$ cat config.mk
export PLATFORM = sky130hd
export DESIGN_NAME = sqrt_arbiter
export DESIGN_NICKNAME = d
export VERILOG_FILES = /design/src/rtl/sqrt_arbiter.sv
export SDC_FILE = /design/constraint.sdc
export NUM_CORES = 1
export LEC_CHECK = 0
export BUFFER_PORTS_ARGS = -buffer_cell sky130_fd_sc_hd__buf_4
export CAP_MARGIN = 10
export CORE_ASPECT_RATIO = 0.9
export CORE_MARGIN = 10
export CORE_UTILIZATION = 36
export CTS_CLUSTER_SIZE = 20
export DETAILED_ROUTE_END_ITERATION = 12
export PLACE_DENSITY = 0.75
export SYNTH_ARGS = -nofsm -noshare
export SYNTH_HDL_FRONTEND = slang
export SYNTH_SLANG_ARGS = --single-unit
$ cat constraint.sdc
create_clock -name clk -period 4.09 [get_ports clk]
set_input_delay 0.6135 -clock clk [delete_from_list [all_inputs] [get_ports clk]]
set_output_delay 0.6135 -clock clk [all_outputs]
set_load 0.01 [all_outputs]
$ cat src/rtl/sqrt_arbiter.sv
// Round-robin arbiter sharing one iterative square-root engine between NREQ requesters.
// One job in flight at a time; a stuck engine is cut off by a timeout and reported via rsp_err.
module sqrt_arbiter #(
    parameter int unsigned WIDTH   = 8,
    parameter int unsigned NREQ    = 4,
    parameter int unsigned TIMEOUT = 16
) (
    input  logic                       clk,
    input  logic                       rst_n,
    input  logic [NREQ-1:0]            req_valid,
    input  logic [NREQ*WIDTH-1:0]      req_rad,
    output logic [NREQ-1:0]            req_ready,
    output logic                       rsp_valid,
    input  logic                       rsp_ready,
    output logic [$clog2(NREQ)-1:0]    rsp_id,
    output logic [WIDTH-1:0]           rsp_root,
    output logic [WIDTH-1:0]           rsp_rem,
    output logic                       rsp_err,
    output logic                       eng_start,
    output logic [WIDTH-1:0]           eng_rad,
    input  logic                       eng_valid,
    input  logic [WIDTH-1:0]           eng_root,
    input  logic [WIDTH-1:0]           eng_rem
);

    localparam int unsigned IDW = $clog2(NREQ);
    localparam int unsigned CW  = $clog2(TIMEOUT);

    typedef enum logic [1:0] {StIdle, StIssue, StWait, StResp} state_e;

    state_e           r_state;
    logic [IDW-1:0]   r_last;
    logic [IDW-1:0]   r_gnt_id;
    logic [CW-1:0]    r_cnt;
    logic [WIDTH-1:0] r_rad;
    logic             r_eng_start;
    logic             r_rsp_valid;
    logic [IDW-1:0]   r_rsp_id;
    logic [WIDTH-1:0] r_rsp_root;
    logic [WIDTH-1:0] r_rsp_rem;
    logic             r_rsp_err;

    logic             w_found;
    logic [IDW-1:0]   w_gnt_idx;

    // Search starts one past the last grant so every held request is reached within NREQ jobs.
    always_comb begin
        logic [IDW-1:0] w_idx;
        w_found   = 1'b0;
        w_gnt_idx = '0;
        w_idx     = '0;
        for (int unsigned i = 1; i <= NREQ; i++) begin
            w_idx = IDW'((32'(r_last) + i) % NREQ);
            if (!w_found && req_valid[w_idx]) begin
                w_found   = 1'b1;
                w_gnt_idx = w_idx;
            end
        end
    end

    always_comb begin
        req_ready = '0;
        if (rst_n && (r_state == StIdle) && w_found) begin
            req_ready[w_gnt_idx] = 1'b1;
        end
    end

    always_ff @(posedge clk) begin
        if (!rst_n) begin
            r_state     <= StIdle;
            r_last      <= IDW'(NREQ - 1);
            r_gnt_id    <= '0;
            r_cnt       <= '0;
            r_rad       <= '0;
            r_eng_start <= 1'b0;
            r_rsp_valid <= 1'b0;
            r_rsp_id    <= '0;
            r_rsp_root  <= '0;
            r_rsp_rem   <= '0;
            r_rsp_err   <= 1'b0;
        end else begin
            r_eng_start <= 1'b0;
            case (r_state)
                StIdle: begin
                    if (w_found) begin
                        r_gnt_id    <= w_gnt_idx;
                        r_last      <= w_gnt_idx;
                        r_rad       <= req_rad[w_gnt_idx*WIDTH +: WIDTH];
                        r_eng_start <= 1'b1;
                        r_state     <= StIssue;
                    end
                end
                StIssue: begin
                    r_cnt   <= '0;
                    r_state <= StWait;
                end
                StWait: begin
                    // A result arriving on the last permitted cycle still beats the timeout.
                    if (eng_valid) begin
                        r_rsp_root  <= eng_root;
                        r_rsp_rem   <= eng_rem;
                        r_rsp_err   <= 1'b0;
                        r_rsp_id    <= r_gnt_id;
                        r_rsp_valid <= 1'b1;
                        r_state     <= StResp;
                    end else if (r_cnt == CW'(TIMEOUT - 1)) begin
                        r_rsp_root  <= '0;
                        r_rsp_rem   <= '0;
                        r_rsp_err   <= 1'b1;
                        r_rsp_id    <= r_gnt_id;
                        r_rsp_valid <= 1'b1;
                        r_state     <= StResp;
                    end else begin
                        r_cnt <= r_cnt + 1'b1;
                    end
                end
                StResp: begin
                    if (rsp_ready) begin
                        r_rsp_valid <= 1'b0;
                        r_state     <= StIdle;
                    end
                end
                default: r_state <= StIdle;
            endcase
        end
    end

    assign eng_start = r_eng_start;
    assign eng_rad   = r_rad;
    assign rsp_valid = r_rsp_valid;
    assign rsp_id    = r_rsp_id;
    assign rsp_root  = r_rsp_root;
    assign rsp_rem   = r_rsp_rem;
    assign rsp_err   = r_rsp_err;

endmodule

# ---- Word level (Yosys, flattened, before mapping)
# Index checks and enable logic that the tools add are counted.
dict set report op_classes {
  addsub 5
  n_mul 0
  div_mod_pow 0
  order_cmp 6
  n_eq_ne 9
  n_shift 1
  n_mux 38
  n_bitwise 0
  reduce_logical 19
}
# operator count
set op_table {}
lappend op_table {{32-bit by 6-bit variable part select with 8-bit output} 1}
lappend op_table {{8-bit two-way mux} 3}
lappend op_table {{2-bit two-way mux} 10}
lappend op_table {{2-bit by 3-bit < comparator with 1-bit output (second input constant)} 5}
lappend op_table {{1-bit two-way mux} 14}
lappend op_table {{4-bit two-way mux} 3}
lappend op_table {{3-bit AND reduction} 3}
lappend op_table {{1-bit binary-select mux with 2-bit select} 4}
lappend op_table {{2-bit inequality test (second input constant)} 4}
lappend op_table {{2-bit one-hot mux with 4 select lines} 1}
lappend op_table {{4-bit one-hot mux with 2 select lines} 1}
lappend op_table {{1-bit logical AND} 6}
lappend op_table {{2-bit AND reduction} 3}
lappend op_table {{2-bit nonzero test} 3}
lappend op_table {{2-bit by 1-bit adder with 2-bit output (second input constant)} 2}
lappend op_table {{2-bit adder (second input constant)} 2}
lappend op_table {{4-bit by 1-bit adder with 4-bit output (second input constant)} 1}
lappend op_table {{2-bit equality test (second input constant)} 2}
lappend op_table {{4-bit equality test (second input constant)} 1}
lappend op_table {{1-bit logical NOT} 3}
lappend op_table {{3-bit inequality test (second input constant)} 1}
lappend op_table {{1-bit demux with 2-bit select} 1}
lappend op_table {{2-bit by 1-bit equality test with 1-bit output (second input constant)} 1}
lappend op_table {{2-bit by 1-bit greater-or-equal comparator with 1-bit output (second input constant)} 1}
lappend op_table {{other kinds (2)} 2}
dict set report totals {
  regBits 39
  latch_bits 0
  mem_bits_rw 0
  romBits 0
  in_bits 56
  out_inout_bits 33
  memories 0
}

# ---- Depth between registers and ports, before layout
dict set report logic_depth {
  ltp_word 18
  mapped_depth 7
  depth_no_buf 6
}

# ---- Worst setup path after synthesis
# No wires, ideal clock.
dict set report synth_timing {
  path_type {in2out}
  start {in req_valid[3]}
  end {out req_ready[0]}
  arrival_time_ns 1.461
  required_ns 3.477
  path_slack_ns 2.015
  cell_stages 6
  n_path_buf 1
  path_cell_list {nand2b_1 o21ai_2 a211oi_2 buf_4 inv_1 nor2_1}
}
dict set report synth_between {
  elab_chain_len 17
  word_cells_on_any_way 29
}
# item line
set synth_rtl {}
lappend synth_rtl {{from (decl)} 10} ;# input logic [NREQ-1:0] req_valid,
lappend synth_rtl {{1-bit binary-select mux with 2-bit select} 54} ;# if (!w_found && req_valid[w_idx]) begin
lappend synth_rtl {{1-bit two-way mux (implied by the code)} 54}
lappend synth_rtl {{1-bit two-way mux} 54}
lappend synth_rtl {{1-bit logical NOT} 54}
lappend synth_rtl {{1-bit logical AND} 54}
lappend synth_rtl {{1-bit two-way mux} 54}
lappend synth_rtl {{1-bit logical NOT} 54}
lappend synth_rtl {{1-bit logical AND} 54}
lappend synth_rtl {{1-bit two-way mux} 54}
lappend synth_rtl {{1-bit logical NOT} 54}
lappend synth_rtl {{1-bit logical AND} 54}
lappend synth_rtl {{2-bit two-way mux} 54}
lappend synth_rtl {{2-bit by 3-bit < comparator with 1-bit output (implied by the code) / 2-bit by 1-bit greater-or-equal comparator with 1-bit output (equally long branches)} 64} ;# req_ready[w_gnt_idx] = 1'b1;
lappend synth_rtl {{1-bit logical AND (implied by the code)} 64}
lappend synth_rtl {{1-bit two-way mux (implied by the code)} 64}
lappend synth_rtl {{1-bit demux with 2-bit select} 64}
lappend synth_rtl {{4-bit two-way mux *} 63} ;# if (rst_n && (r_state == StIdle) && w_found) begin
lappend synth_rtl {{to (decl)} 12} ;# output logic [NREQ-1:0] req_ready,
# Mark *: on every way between the ends. The rest lies on a longest branch, timed or not. The select of a mux whose other input is x is not followed.

# ---- Final worst setup path
dict set report layout_timing {
  start {reg r_state[0]}
  end {out req_ready[0]}
}
dict set report layout_between {
  elab_chain_len 4
}
# item line
set layout_rtl {}
lappend layout_rtl {{from (decl)} 31} ;# state_e r_state;
lappend layout_rtl {{from (signal assigned)} 70} ;# r_state <= StIdle;
lappend layout_rtl {{from (signal assigned)} 90} ;# r_state <= StIssue;
lappend layout_rtl {{from (signal assigned)} 95} ;# r_state <= StWait;
lappend layout_rtl {{2-bit logical NOT} 63}
lappend layout_rtl {{1-bit logical AND (2 in a row)} 63}
lappend layout_rtl {{4-bit two-way mux} 63}
# No other way between the ends.

==> results.py <==
metrics = {
    "floorplan": {
        "die_w_um": 95.6,
        "die-height_um": 88.0,
        "fp-row-count": 24,
        "coreArea_sq_um": 4920,
        "ios": 89,
        "dieArea_sq_um": 8420,
        "start_util_pct": 37.6,
    },
    "sta": {
        "worst_pin_slew_ns": 0.806,
        "period_needed_ns": 2.72,
        "report.final.slew_viol_count": 0,
        "setup_violations": 0,
        "tns_ns": 0,
        "hold_slack_ns": 0.511,
        "fmax_mhz": 368,
        "slew-limit-headroom_pct": 46.3,
        "fin_crit_sh_pct": 66.5,
        "hold_violations": 0,
        "skew_ns": 0.00310,
        "rsz0062_at_grt": "false",
    },
    "placed_design": {
        "dp_cells": 338,
        "portBuffers": 88,
        "place_congestion": 0.792,
        "hpwl_um": 4070,
    },
    "synth": {
        "yosysTopAreaCellShare_pct": 42.2,
        "syn_avg_cell_area_sq_um": 9.45,
        "synth.most_common_cell": "dfxtp_1",
        "yosys-top-cells-count": "dfxtp_1 (39), nor2b_1 (24), mux2i_1 (18)",
        "synth_area_sq_um": 1850,
        "async_flop_share_pct": 0,
        "synth_area_leaders": "dfxtp_1 (42%), mux2i_1 (9.7%), nor2b_1 (8.1%), a22oi_1 (6.9%), a221oi_1 (4.3%)",
        "yosys.area.top_type": "dfxtp_1",
        "ys.flop_type": "dfxtp_1",
        "ys_ff_latch": 39,
        "synth_cells": 196,
        "synthesis.nets": 257,
        "synth_edf_count": 0,
        "synth-seq-area-share_pct": 42.2,
        "ys_types": 33,
        "ys_warn_count": 0,
    },
    "setup_path": {
        "r2r-start": "r_cnt[0]$_SDFFE_PN0P_",
        "worstSetupStartpointType": "register",
        "path_buf_inv": 2,
        "worst_r2r_path_depth": 6,
        "worstPathMaxFanout": 12,
        "cp_num_cells": 7,
        "setup.worst_path.start": "r_state[0]$_SDFFE_PN0P_",
        "cp_top_family": "simple AND/OR/NAND/NOR gates",
        "cp-endpoint": "req_ready[0]",
        "worst-r2r-setup-slack_ns": 1.70,
        "crit_arrival_ns": 2.11,
        "r2r_end": "r_cnt[1]$_SDFFE_PN0P_",
        "timing_worst_setup_path_type": "reg -> out",
        "critPathCaptureType": "output port",
        "crit_path_max_incr_delay_ns": 0.61,
        "required_ns": 3.48,
        "crit_slowest_cell": "nor2b_1",
        "cp_cell_sequence": "inv_1 -> ha_1 -> nor2b_1 -> and2_1 -> nand2_1 -> nor2_1 -> buf_4",
    },
    "routing": {
        "top_layer": "met4",
        "wl_per_cell_um": 15.4,
        "vias": 1742,
        "wirelength_um": 5320,
        "met1_length_um": 2210,
        "drc": 0,
        "met3RoutedLength_um": 350,
        "wl_met2_um": 2600,
        "antenna_left": 0,
        "drtIter0Drc": 68,
        "drt_pass1_iterations": 4,
        "vias_per_cell": 5.05,
    },
    "grt": {
        "grt_pass1_vias": 1853,
        "grt.total_usage_pct": 13.0,
        "grt_pass1_wl_um": 8800,
        "grt_max_degree": 40,
        "grt_overflow": 0,
        "antenna_found_initial": 0,
    },
    "clock_network": {
        "postCtsSetupBuffers": 0,
        "cts_resized": 0,
        "cts_root_buf": "clkbuf_8",
        "clkSinkCount": 39,
        "cts_hold_buf": 0,
        "cts_tree": "yes",
        "cts_htree_levels": 2,
        "cts_made_buffers": 5,
        "cts.reportedPaths.clkPinSlew_ns": 0.07,
        "cts_max_path_buffers": 2,
        "insertion_delay_ns": 0.29,
    },
    "final_layout": {
        "drive_gt1_share_pct": 36.4,
        "finalNonFillerCells": 345,
        "area_delta_synth_final_pct": 42.2,
        "nets": 341,
        "fin_util_pct": 53.5,
        "n_antenna_cell": 0,
    },
    "outcome": {
        "status": "finished clean",
    },
    "flow_run": {
        "maxCapViolCount": 0,
    },
    "power": {
        "fin_total_pwr_mw": 1.40,
        "power_density_nw_per_um2": 532,
        "leakage_nw": 1.17,
        "vdd_drop_max_uv": 236,
    },
    "min_path": {
        "hp-class": "reg -> reg",
    },
}
==> routing by layer <==
| layer | vias up | track usage, % |
|---|---|---|
| li1 | 879 | - |
| met1 | 803 | 14.6 |
| met2 | 48 | 21.5 |
| met3 | 12 | 4.02 |
| met4 | 0 | 7.36 |
| met5 | - | 0 |
==> layout make-up <==
cell class / instances / area (sq um)
Fill cell: 468 / 2290
Multi-Input combinational cell: 141 / 1000
Sequential cell: 39 / 781
Timing Repair Buffer: 89 / 668
Clock buffer: 6 / 82.6
Tap cell: 65 / 81.3
Inverter: 4 / 15.0
Clock inverter: 1 / 5.00
==> kinds of logic (layout without fill, tap and decap cells) <==
group | Yosys count | in the layout | synth area share [%]
AOI/OAI and AO/OA | 58 | 58 | 22.4
adders and majority gates | 5 | 5 | 3.38
buffers and inverters | 16 | 100 | 4.26
DFF | 39 | 39 | 42.2
muxes | 18 | 18 | 9.73
and+or+nand+nor | 60 | 60 | 18.0
==> metrics by stage <==
| stage | worst slack [ns] | area, sq um |
|---|---|---|
| after floorplan | 2.02 | 1850 |
| after global routing | 1.12 | 2630 |
| final | 1.37 | 2630 |
| after detailed placement | 1.54 | 2540 |
| after global placement | 1.62 | 2540 |
| after CTS | 1.34 | 2630 |
==> sequential cells by signal (all words and copies together) (netlist names) <==
signal / cells
rsp_valid: 1
r_gnt_id: 2
rsp_id: 2
rsp_root: 8
r_state: 2
rsp_rem: 8
rsp_err: 1
eng_rad: 8
r_last: 2
eng_start: 1
r_cnt: 4
==> power by group <==
| group | switching (mW) | total (mW) | internal (mW) | leakage, nW |
|---|---|---|---|---|
| Clock | 0.128 | 0.260 | 0.132 | 0.0470 |
| Combinational | 0.330 | 0.613 | 0.283 | 0.808 |
| Sequential | 0.0565 | 0.527 | 0.470 | 0.319 |
==> worst reg2reg max path, cell delays in order, from the launching register on <==
cell      delay, ns
dfxtp_1        0.33
ha_1           0.26
a31oi_2        0.43
nand2b_1       0.70
o21ai_0        0.26
a32oi_1        0.23
nor2b_1        0.07
==> layout by cell type (no fill, tap or decap), types with 2 or more instances in the layout <==
master,n
a22oi_1,17
dfxtp_1,39
and2_1,4
nand2_1,8
o21ai_0,12
buf_4,89
nor2_1,12
ha_1,5
a31oi_1,2
nor3b_1,3
nand2b_1,5
o211ai_1,2
a21oi_1,5
a221oi_1,9
clkbuf_8,6
nor2b_1,24
o21ai_1,2
inv_1,4
mux2i_1,18
==> worst min-delay path by stage <==
| stage | from | endpoint | slack, ns | cells after the start |
|---|---|---|---|---|
| after floorplan | r_gnt_id[1]$_SDFFE_PN0P_ | rsp_id[1]$_SDFFE_PN0P_ | 0.47 | 2 |
| after global placement | r_gnt_id[0]$_SDFFE_PN0P_ | rsp_id[0]$_SDFFE_PN0P_ | 0.48 | 2 |
| after detailed placement | r_gnt_id[0]$_SDFFE_PN0P_ | rsp_id[0]$_SDFFE_PN0P_ | 0.50 | 2 |
| after CTS | r_gnt_id[0]$_SDFFE_PN0P_ | rsp_id[0]$_SDFFE_PN0P_ | 0.52 | 2 |
| after global routing | r_last[0]$_SDFFE_PN1P_ | r_last[0]$_SDFFE_PN1P_ | 0.54 | 2 |
| final | r_gnt_id[0]$_SDFFE_PN0P_ | rsp_id[0]$_SDFFE_PN0P_ | 0.51 | 2 |
Note: power is estimated with default switching activity, not from simulation.
